==> config.mk <==
export PLATFORM = sky130hd
export DESIGN_NAME = dmem_arbiter_flat
export DESIGN_NICKNAME = d
export VERILOG_FILES = /design/src/rtl/dmem_arbiter_if.sv /design/src/rtl/dmem_arbiter.sv /design/src/flat_wrapper.sv
export SDC_FILE = /design/constraint.sdc
export NUM_CORES = 1
export LEC_CHECK = 0
export BUFFER_PORTS_ARGS = -buffer_cell sky130_fd_sc_hd__buf_2
export CORE_UTILIZATION = 39
export DETAILED_ROUTE_END_ITERATION = 8
export GPL_TIMING_DRIVEN = 0
export HOLD_SLACK_MARGIN = 0.05
export PLACE_DENSITY_LB_ADDON = 0.05
export SYNTH_ARGS = -nofsm -noshare
export SYNTH_HDL_FRONTEND = slang
export SYNTH_SLANG_ARGS = --single-unit
export TNS_END_PERCENT = 100
==> constraint.sdc <==
create_clock -name clk -period 1.5 [get_ports clk]
set_input_delay 0.45 -clock clk [delete_from_list [all_inputs] [get_ports clk]]
set_output_delay 0.45 -clock clk [all_outputs]
set_load 0.05 [all_outputs]
==> src/rtl/dmem_arbiter_if.sv <==
// Bus bundle between the data memory arbiter, its two requesters and the memory.
// The master modport is the environment: CPU, DMA and memory. The slave modport is the arbiter.
interface dmem_arbiter_if #(
   parameter int ADDR_W = 8,
   parameter int DATA_W = 8
);
   logic              cpu_req;
   logic              cpu_we;
   logic [ADDR_W-1:0] cpu_addr;
   logic [DATA_W-1:0] cpu_wdata;
   logic              cpu_stall;
   logic              cpu_rvalid;
   logic [DATA_W-1:0] cpu_rdata;

   logic              dma_req;
   logic              dma_we;
   logic              dma_lock;
   logic [ADDR_W-1:0] dma_addr;
   logic [DATA_W-1:0] dma_wdata;
   logic              dma_gnt;
   logic              dma_rvalid;
   logic [DATA_W-1:0] dma_rdata;

   logic              mem_read;
   logic              mem_write;
   logic [ADDR_W-1:0] mem_addr;
   logic [DATA_W-1:0] mem_wdata;
   logic [DATA_W-1:0] mem_rdata;

   modport master (
      output cpu_req, cpu_we, cpu_addr, cpu_wdata,
      input  cpu_stall, cpu_rvalid, cpu_rdata,
      output dma_req, dma_we, dma_lock, dma_addr, dma_wdata,
      input  dma_gnt, dma_rvalid, dma_rdata,
      input  mem_read, mem_write, mem_addr, mem_wdata,
      output mem_rdata
   );

   modport slave (
      input  cpu_req, cpu_we, cpu_addr, cpu_wdata,
      output cpu_stall, cpu_rvalid, cpu_rdata,
      input  dma_req, dma_we, dma_lock, dma_addr, dma_wdata,
      output dma_gnt, dma_rvalid, dma_rdata,
      output mem_read, mem_write, mem_addr, mem_wdata,
      input  mem_rdata
   );
endinterface

==> src/rtl/dmem_arbiter.sv <==
// CPU/DMA arbiter for the shared data memory, with a bounded DMA burst lock and read-data routing.
// Define DMEM_ARB_FAIRNESS_EN to add the DMA starvation counter. Without it, the CPU has strict priority in IDLE.
module dmem_arbiter #(
   parameter int ADDR_W     = 8,
   parameter int DATA_W     = 8,
   parameter int STARVE_MAX = 4,
   parameter int LOCK_MAX   = 8
) (
   input logic          clk,
   input logic          reset_n,
   dmem_arbiter_if.slave bus
);

   if (STARVE_MAX < 1 || STARVE_MAX > 15) begin : g_bad_starve
      $error("dmem_arbiter: STARVE_MAX out of range 1..15");
   end
   if (LOCK_MAX < 1 || LOCK_MAX > 255) begin : g_bad_lock
      $error("dmem_arbiter: LOCK_MAX out of range 1..255");
   end

   typedef enum logic [1:0] {
      IDLE,
      DMA_LOCKED,
      FORCE_REL
   } state_t;

   state_t            state;
   logic [7:0]        lock_cnt;
   logic              rd_valid;
   logic              rd_owner;
   logic [ADDR_W-1:0] addr_q;
   logic [DATA_W-1:0] wdata_q;

   logic              cpu_gnt;
   logic              dma_gnt;
   logic              any_gnt;
   logic              gnt_we;
   logic              starve_hit;
   logic [ADDR_W-1:0] sel_addr;
   logic [DATA_W-1:0] sel_wdata;

`ifdef DMEM_ARB_FAIRNESS_EN
   logic [3:0] starve_cnt;
   assign starve_hit = (starve_cnt == 4'(STARVE_MAX)) && bus.dma_req;
`else
   assign starve_hit = 1'b0;
`endif

   // No grant at all while reset is held, so the memory sees no strobes
   always_comb begin
      cpu_gnt = 1'b0;
      dma_gnt = 1'b0;
      if (reset_n) begin
         case (state)
            IDLE: begin
               if (bus.cpu_req && !starve_hit) cpu_gnt = 1'b1;
               else                            dma_gnt = bus.dma_req;
            end
            DMA_LOCKED: dma_gnt = bus.dma_req;
            FORCE_REL: begin
               if (bus.cpu_req) cpu_gnt = 1'b1;
               else             dma_gnt = bus.dma_req;
            end
            default: ;
         endcase
      end
   end

   assign any_gnt   = cpu_gnt | dma_gnt;
   assign gnt_we    = cpu_gnt ? bus.cpu_we    : bus.dma_we;
   assign sel_addr  = cpu_gnt ? bus.cpu_addr  : bus.dma_addr;
   assign sel_wdata = cpu_gnt ? bus.cpu_wdata : bus.dma_wdata;

   assign bus.mem_read  = any_gnt & ~gnt_we;
   assign bus.mem_write = any_gnt &  gnt_we;
   assign bus.mem_addr  = any_gnt ? sel_addr  : addr_q;
   assign bus.mem_wdata = any_gnt ? sel_wdata : wdata_q;

   assign bus.cpu_stall  = bus.cpu_req & ~cpu_gnt;
   assign bus.dma_gnt    = dma_gnt;
   assign bus.cpu_rvalid = rd_valid & ~rd_owner;
   assign bus.dma_rvalid = rd_valid &  rd_owner;
   assign bus.cpu_rdata  = bus.cpu_rvalid ? bus.mem_rdata : '0;
   assign bus.dma_rdata  = bus.dma_rvalid ? bus.mem_rdata : '0;

   // Lock state, read-return tag and held bus values; lock_cnt counts grants already made in the burst
   always_ff @(posedge clk or negedge reset_n) begin
      if (!reset_n) begin
         state    <= IDLE;
         lock_cnt <= 8'd0;
         rd_valid <= 1'b0;
         rd_owner <= 1'b0;
         addr_q   <= '0;
         wdata_q  <= '0;
`ifdef DMEM_ARB_FAIRNESS_EN
         starve_cnt <= 4'd0;
`endif
      end else begin
         rd_valid <= bus.mem_read;
         rd_owner <= dma_gnt;
         if (any_gnt) begin
            addr_q  <= sel_addr;
            wdata_q <= sel_wdata;
         end
`ifdef DMEM_ARB_FAIRNESS_EN
         if (!bus.dma_req || dma_gnt)         starve_cnt <= 4'd0;
         else if (starve_cnt != 4'(STARVE_MAX)) starve_cnt <= starve_cnt + 4'd1;
`endif
         case (state)
            IDLE: begin
               if (dma_gnt && bus.dma_lock) begin
                  lock_cnt <= 8'd1;
                  state    <= (LOCK_MAX == 1) ? FORCE_REL : DMA_LOCKED;
               end
            end
            DMA_LOCKED: begin
               if (!bus.dma_req || !bus.dma_lock) begin
                  lock_cnt <= 8'd0;
                  state    <= IDLE;
               end else begin
                  lock_cnt <= lock_cnt + 8'd1;
                  if (lock_cnt + 8'd1 == 8'(LOCK_MAX)) state <= FORCE_REL;
               end
            end
            FORCE_REL: begin
               lock_cnt <= 8'd0;
               state    <= IDLE;
            end
            default: begin
               lock_cnt <= 8'd0;
               state    <= IDLE;
            end
         endcase
      end
   end

endmodule

==> src/flat_wrapper.sv <==
// flat-port wrapper written by rule: the top's interface ports become plain ports
module dmem_arbiter_flat 
#(
   parameter int ADDR_W     = 8,
   parameter int DATA_W     = 8,
   parameter int STARVE_MAX = 4,
   parameter int LOCK_MAX   = 8
)
  (clk, reset_n, bus_cpu_req, bus_cpu_we, bus_cpu_addr, bus_cpu_wdata, bus_cpu_stall, bus_cpu_rvalid, bus_cpu_rdata, bus_dma_req, bus_dma_we, bus_dma_lock, bus_dma_addr, bus_dma_wdata, bus_dma_gnt, bus_dma_rvalid, bus_dma_rdata, bus_mem_read, bus_mem_write, bus_mem_addr, bus_mem_wdata, bus_mem_rdata);
  dmem_arbiter_if #(.ADDR_W(ADDR_W), .DATA_W(DATA_W)) bus_i ();
  input logic clk;
  input logic reset_n;
  input wire logic [$bits(bus_i.cpu_req)-1:0] bus_cpu_req;
  input wire logic [$bits(bus_i.cpu_we)-1:0] bus_cpu_we;
  input wire logic [$bits(bus_i.cpu_addr)-1:0] bus_cpu_addr;
  input wire logic [$bits(bus_i.cpu_wdata)-1:0] bus_cpu_wdata;
  output wire logic [$bits(bus_i.cpu_stall)-1:0] bus_cpu_stall;
  output wire logic [$bits(bus_i.cpu_rvalid)-1:0] bus_cpu_rvalid;
  output wire logic [$bits(bus_i.cpu_rdata)-1:0] bus_cpu_rdata;
  input wire logic [$bits(bus_i.dma_req)-1:0] bus_dma_req;
  input wire logic [$bits(bus_i.dma_we)-1:0] bus_dma_we;
  input wire logic [$bits(bus_i.dma_lock)-1:0] bus_dma_lock;
  input wire logic [$bits(bus_i.dma_addr)-1:0] bus_dma_addr;
  input wire logic [$bits(bus_i.dma_wdata)-1:0] bus_dma_wdata;
  output wire logic [$bits(bus_i.dma_gnt)-1:0] bus_dma_gnt;
  output wire logic [$bits(bus_i.dma_rvalid)-1:0] bus_dma_rvalid;
  output wire logic [$bits(bus_i.dma_rdata)-1:0] bus_dma_rdata;
  output wire logic [$bits(bus_i.mem_read)-1:0] bus_mem_read;
  output wire logic [$bits(bus_i.mem_write)-1:0] bus_mem_write;
  output wire logic [$bits(bus_i.mem_addr)-1:0] bus_mem_addr;
  output wire logic [$bits(bus_i.mem_wdata)-1:0] bus_mem_wdata;
  input wire logic [$bits(bus_i.mem_rdata)-1:0] bus_mem_rdata;
  assign bus_i.cpu_req = bus_cpu_req;
  assign bus_i.cpu_we = bus_cpu_we;
  assign bus_i.cpu_addr = bus_cpu_addr;
  assign bus_i.cpu_wdata = bus_cpu_wdata;
  assign bus_cpu_stall = bus_i.cpu_stall;
  assign bus_cpu_rvalid = bus_i.cpu_rvalid;
  assign bus_cpu_rdata = bus_i.cpu_rdata;
  assign bus_i.dma_req = bus_dma_req;
  assign bus_i.dma_we = bus_dma_we;
  assign bus_i.dma_lock = bus_dma_lock;
  assign bus_i.dma_addr = bus_dma_addr;
  assign bus_i.dma_wdata = bus_dma_wdata;
  assign bus_dma_gnt = bus_i.dma_gnt;
  assign bus_dma_rvalid = bus_i.dma_rvalid;
  assign bus_dma_rdata = bus_i.dma_rdata;
  assign bus_mem_read = bus_i.mem_read;
  assign bus_mem_write = bus_i.mem_write;
  assign bus_mem_addr = bus_i.mem_addr;
  assign bus_mem_wdata = bus_i.mem_wdata;
  assign bus_i.mem_rdata = bus_mem_rdata;
  dmem_arbiter #(.ADDR_W(ADDR_W), .DATA_W(DATA_W), .STARVE_MAX(STARVE_MAX), .LOCK_MAX(LOCK_MAX)) u_core (.clk(clk), .reset_n(reset_n), .bus(bus_i));
endmodule
After elaboration in Yosys (flattened, before gate mapping)
Cells that the tools add are included.
{"block": "classes", "addsub": 1, "bitwise": 9, "eq_ne": 5, "reduce_logical": 7, "mux": 20}
{"operator": "$mux 8", "count": 8}
{"operator": "$pmux 8 s2", "count": 1}
{"operator": "$add 8x1->8 const B", "count": 1}
{"operator": "$eq 8x4->1 const B", "count": 1}
{"operator": "$mux 1", "count": 6}
{"operator": "$mux 2", "count": 3}
{"operator": "$and 1x1->1", "count": 5}
{"operator": "$pmux 2 s2", "count": 1}
{"operator": "$ne 3x1->1 const B", "count": 1}
{"operator": "$not 1->1", "count": 3}
{"operator": "$eq 2x1->1 const B", "count": 1}
{"operator": "$eq 2x2->1 const B", "count": 1}
{"operator": "$logic_not 1->1", "count": 2}
{"operator": "$logic_not 2->1", "count": 1}
{"operator": "$ne 2x1->1 const B", "count": 1}
{"operator": "$pmux 1 s2", "count": 1}
{"operator": "$reduce_and 2->1", "count": 1}
{"operator": "$reduce_or 2->1", "count": 1}
{"operator": "$logic_and 1x1->1", "count": 1}
{"operator": "$logic_or 1x1->1", "count": 1}
{"operator": "$or 1x1->1", "count": 1}
{"block": "word_totals", "ff_bits": 28, "elab_cells": 48, "in_bits": 47, "output_inout_bits": 38}

Depth between registers and ports, before layout
{"block": "depth", "depth_word": 7, "ltp_mapped": 6, "ltp_nobuf": 5}

Worst setup path before layout
OpenSTA, ideal clock, no wires.
{"block": "synth_path", "kind": "reg-to-output", "startpoint": "register u_core.state[0]", "endpoint": "output bus_mem_addr[5]", "stages_incl_launch_ff": 7, "t_arrival_ps": 1942, "path_buffers": 2, "setup_slack_ps": -892, "t_required_ps": 1050, "cell_sequence": "dfrtp_1 nand2_1 and3_1 buf_4 buf_2 nand2_1 a31oi_1"}
{"block": "synth_via", "elab_chain_cells": 6, "word_cells_on_any_way": 11, "classes_between": "eq/ne (2); mux (6); bitwise (1); reduce/logical (2)"}
{"item": "from (decl)", "line": "dmem_arbiter.sv:27", "text": "state_t state;"}
{"item": "from (signal assigned)", "line": "dmem_arbiter.sv:113", "text": "state <= (LOCK_MAX == 1) ? FORCE_REL : DMA_LOCKED;"}
{"item": "$eq 2x2->1 / $logic_not 2->1 (equally long branches)", "line": "dmem_arbiter.sv:54", "text": "case (state)"}
{"item": "$reduce_or 2->1 (no source line)"}
{"item": "$pmux 1 s2 / $mux 1 (equally long branches)"}
{"item": "$mux 1", "line": "dmem_arbiter.sv:53", "text": "if (reset_n) begin"}
{"item": "$or 1x1->1 / $mux 8 (equally long branches)", "line": "dmem_arbiter.sv:69, dmem_arbiter.sv:71"}
{"item": "$mux 8 *"}
{"item": "to (decl)", "line": "flat_wrapper.sv:30", "text": "output wire logic [$bits(bus_i.mem_addr)-1:0] bus_mem_addr;"}
Every way passes the cells marked *; elsewhere a longest branch is shown, timed or not.

Worst setup path in the final report
{"block": "layout_path", "startpoint": "register u_core.state[0]", "endpoint": "output bus_mem_wdata[2]"}
{"block": "layout_via", "elab_chain_cells": 6, "word_cells_on_any_way": 11, "classes_between": "eq/ne (2); mux (6); bitwise (1); reduce/logical (2)"}
{"item": "$eq 2x2->1 / $logic_not 2->1 (equally long branches)", "line": "dmem_arbiter.sv:54"}
{"item": "$reduce_or 2->1 (no source line)"}
{"item": "$pmux 1 s2 / $mux 1 (equally long branches)"}
{"item": "$mux 1", "line": "dmem_arbiter.sv:53"}
{"item": "$or 1x1->1 / $mux 8 (equally long branches)", "line": "dmem_arbiter.sv:69, dmem_arbiter.sv:72"}
{"item": "$mux 8 *"}
{"item": "to (decl)", "line": "flat_wrapper.sv:31", "text": "output wire logic [$bits(bus_i.mem_wdata)-1:0] bus_mem_wdata;"}
Marks and branches as above.

==> metrics.cfg <==
[worst_setup_path]
cp_max_fo = 5
cp.arrival_ns = 1.74
cp-start-kind = register
worst_setup_path_end_kind = output port
crit_required_ns = 1.05
critPathKind = reg -> out

[clock_network]
clkSlewWorstSetupHoldPaths_ns = 0.10
cts_buffer_depth = 2
clock_latency_ns = 0.28
htree_levels = 1
cts_tree = done
cts_made_buffers = 3
root_buffer = clkbuf_8
cts_num_sinks = 28

[drt]
ant_nets = 0
wl_per_cell_um = 22.8
drt_iter0_markers = 207
num_vias = 2124
vias_per_cell = 5.95
drc = 0
firstDrtPassIters = 4
drt_wl_total_um = 8140

[floorplan]
die_y_um = 64.2
initial_utilization_pct = 40.8
die-area_um2 = 4120
io_pins = 85
die_x_um = 64.2
coreArea_um2 = 3690
row_count = 22

[run]
maxCapViolCount = 0

[timing]
post-route-period-util_pct = 146
max_slew_margin_pct = 65.5
rsz0062_at_grt = yes
fmax_mhz = 456
worstMarginPinSlew_ns = 0.517
fin_setup_tns_ns = -17.15
setup_viol = 48
hold_violations = 0
worst_slack_ns = -0.695
slew_viol_final = 0
clock_skew_ns = 0.00988
holdWs_ns = 0.109
layout_min_cycle_time_ns = 2.19

[synthesis]
synth_nets = 226
async_reset_ff_share_pct = 100
synthDistinctLibCells = 32
syn-cell-area_um2 = 1510
synth_edf_count = 0
syn_inst = 178
synth_flop_cell = dfrtp_1
yosysWarnings = 0
ys_seq_area_share_pct = 46.5
ys_ff_latch = 28
avgSynthCellArea_um2 = 8.46

[finish]
nNetsFinal = 359
syn2layout_area_growth_pct = 125
fin_area_um2 = 3390
drive_above_1_share_pct = 70.2
antenna_cells = 0
final_util_pct = 92.0
fin_cells = 357

[global_routing]
grt_max_degree = 29
antenna_found_initial = 0
grt_overflow = 0
grt.total_usage_pct = 30.8
grt_pass1_wl_um = 9530
first_global_vias = 1913

[place]
place_area_um2 = 2320
io_buffers = 84
globalplace.congestion = 0.756
placed_cells = 310
place_hpwl_um = 3040

[pwr]
p_leak_nw = 1.60
p_per_area_nw_per_um2 = 772
ir_drop_v = 0.000653

[outcome]
outcome = finished with violations
violations = negative setup slack

[min_path]
min_path_type = in -> async

[final timing paths]
path,end,slack (ns),depth (start not counted),startpoint
min in group clk,u_core.rd_valid,0.41,2,bus_dma_we
hold reg to reg,u_core.lock_cnt[5],0.54,1,u_core.lock_cnt[5]
setup reg to reg,u_core.lock_cnt[0],-0.29,9,u_core.state[0]
setup / recovery,bus_mem_wdata[2],-0.69,6,u_core.state[0]
max in group asynchronous,u_core.lock_cnt[4],1.21,2,reset_n
hold / removal,u_core.addr_q[7],0.11,2,reset_n
[power by group]
| part | switching, W | internal [W] | total (W) | leakage, nW |
|---|---|---|---|---|
| combinational | 0.000746 | 0.000574 | 0.00132 | 1.23 |
| clock | 0.000241 | 0.000181 | 0.000422 | 0.0216 |
| sequential | 0.0000481 | 0.000831 | 0.000879 | 0.342 |
| total | 0.00103 | 0.00159 | 0.00262 | 1.60 |
[stage by stage]
step | total power [W] | worst slack (ns)
2_1_floorplan | 0.00152 | -0.324
3_3_place_gp | 0.00171 | -1.22
3_5_place_dp | 0.00172 | -1.25
4_1_cts | 0.00239 | -0.605
5_1_grt | 0.00269 | -0.720
6_report | 0.00262 | -0.695
[synth_stat cells, types with 2 or more instances]
master	n	area [um2]
a21oi_1	3	15.0
a31oi_1	17	106
and2_1	11	68.8
and3_1	9	56.3
buf_2	5	25.0
buf_4	2	15.0
clkbuf_1	3	11.3
dfrtp_1	28	701
inv_1	4	15.0
nand2_1	38	143
nand3_1	4	20.0
nand3b_1	2	15.0
nand4_1	2	12.5
nor2_1	20	75.1
nor2b_1	2	12.5
o21ai_0	10	50.1
o22ai_1	3	18.8
[cell usage in the layout, fill, tap and decap left out, drive strengths merged]
| master | synthesis | final |
|---|---|---|
| buf | 8 | 136 |
| nand2 | 38 | 38 |
| dfrtp | 28 | 28 |
| nor2 | 20 | 20 |
| a31oi | 17 | 17 |
| and2 | 11 | 11 |
| o21ai | 10 | 10 |
| and3 | 9 | 9 |
| clkbuf | 3 | 6 |
| inv | 4 | 4 |
| nand3 | 4 | 4 |
| a21oi | 3 | 3 |
| o22ai | 3 | 3 |
| nand3b | 2 | 2 |
| nand4 | 2 | 2 |
| nor2b | 2 | 2 |
| and4b | 1 | 1 |
| and4 | 1 | 1 |
| a311oi | 1 | 1 |
| nand4b | 1 | 1 |
| a41oi | 1 | 1 |
| o31ai | 1 | 1 |
| xor2 | 1 | 1 |
| o211a | 1 | 1 |
| nor3 | 1 | 1 |
| o211ai | 1 | 1 |
| a22o | 1 | 1 |
| o32ai | 1 | 1 |
| a32o | 1 | 1 |
| ha | 1 | 1 |
[worst max-delay path: stages, from the launching register on]
cell and delay [ns]:
dfrtp_2 0.44, nand3b_1 0.24, buf_6 0.19, buf_4 0.17
nor2_2 0.19, a31oi_4 0.07, buf_6 0.17
[repair_timing]
item / in CTS / in global routing
hold buffers: 1 / 0
buffers inserted: 23 / 17
endpoints found under the setup margin: 64 / 49
resized for setup: 143 / 45
hold endpoints to repair: 28 / 0
gates cloned: 3 / 3
pin swaps: 29 / 25
[routing by layer]
| layer | share of wire, % | wire (um) | track usage [%] |
|---|---|---|---|
| met1 | 35 | 2890 | 36.9 |
| met2 | 49 | 4010 | 56.6 |
| met3 | 9.3 | 759 | 4.29 |
| met4 | 6.0 | 488 | 9.17 |
| met5 | 0 | 0 | 0 |
[cells by family after synthesis]
kind of cell | share of synthesized area (%)
and+or+nand+nor | 28.9
DFF | 46.5
adders and majority gates | 0.830
xor gates and xnor gates | 0.582
AOI/OAI and AO/OA | 18.0
buffers and inverters | 5.15
[cell type report]
type | instances | area [um2]
Clock buffer | 3 | 41.3
Sequential cell | 28 | 706
Timing Repair Buffer | 129 | 1180
Buffer | 10 | 139
Tap cell | 48 | 60.1
Multi-Input combinational cell | 135 | 1250
Fill cell | 131 | 295
Inverter | 4 | 17.5
[registers in the layout (all words and copies together) (netlist names)]
name,cells
u_core.addr_q,8
u_core.lock_cnt,8
u_core.rd_owner,1
u_core.rd_valid,1
u_core.state,2
u_core.wdata_q,8
Note: power is estimated with default switching activity, not from simulation.
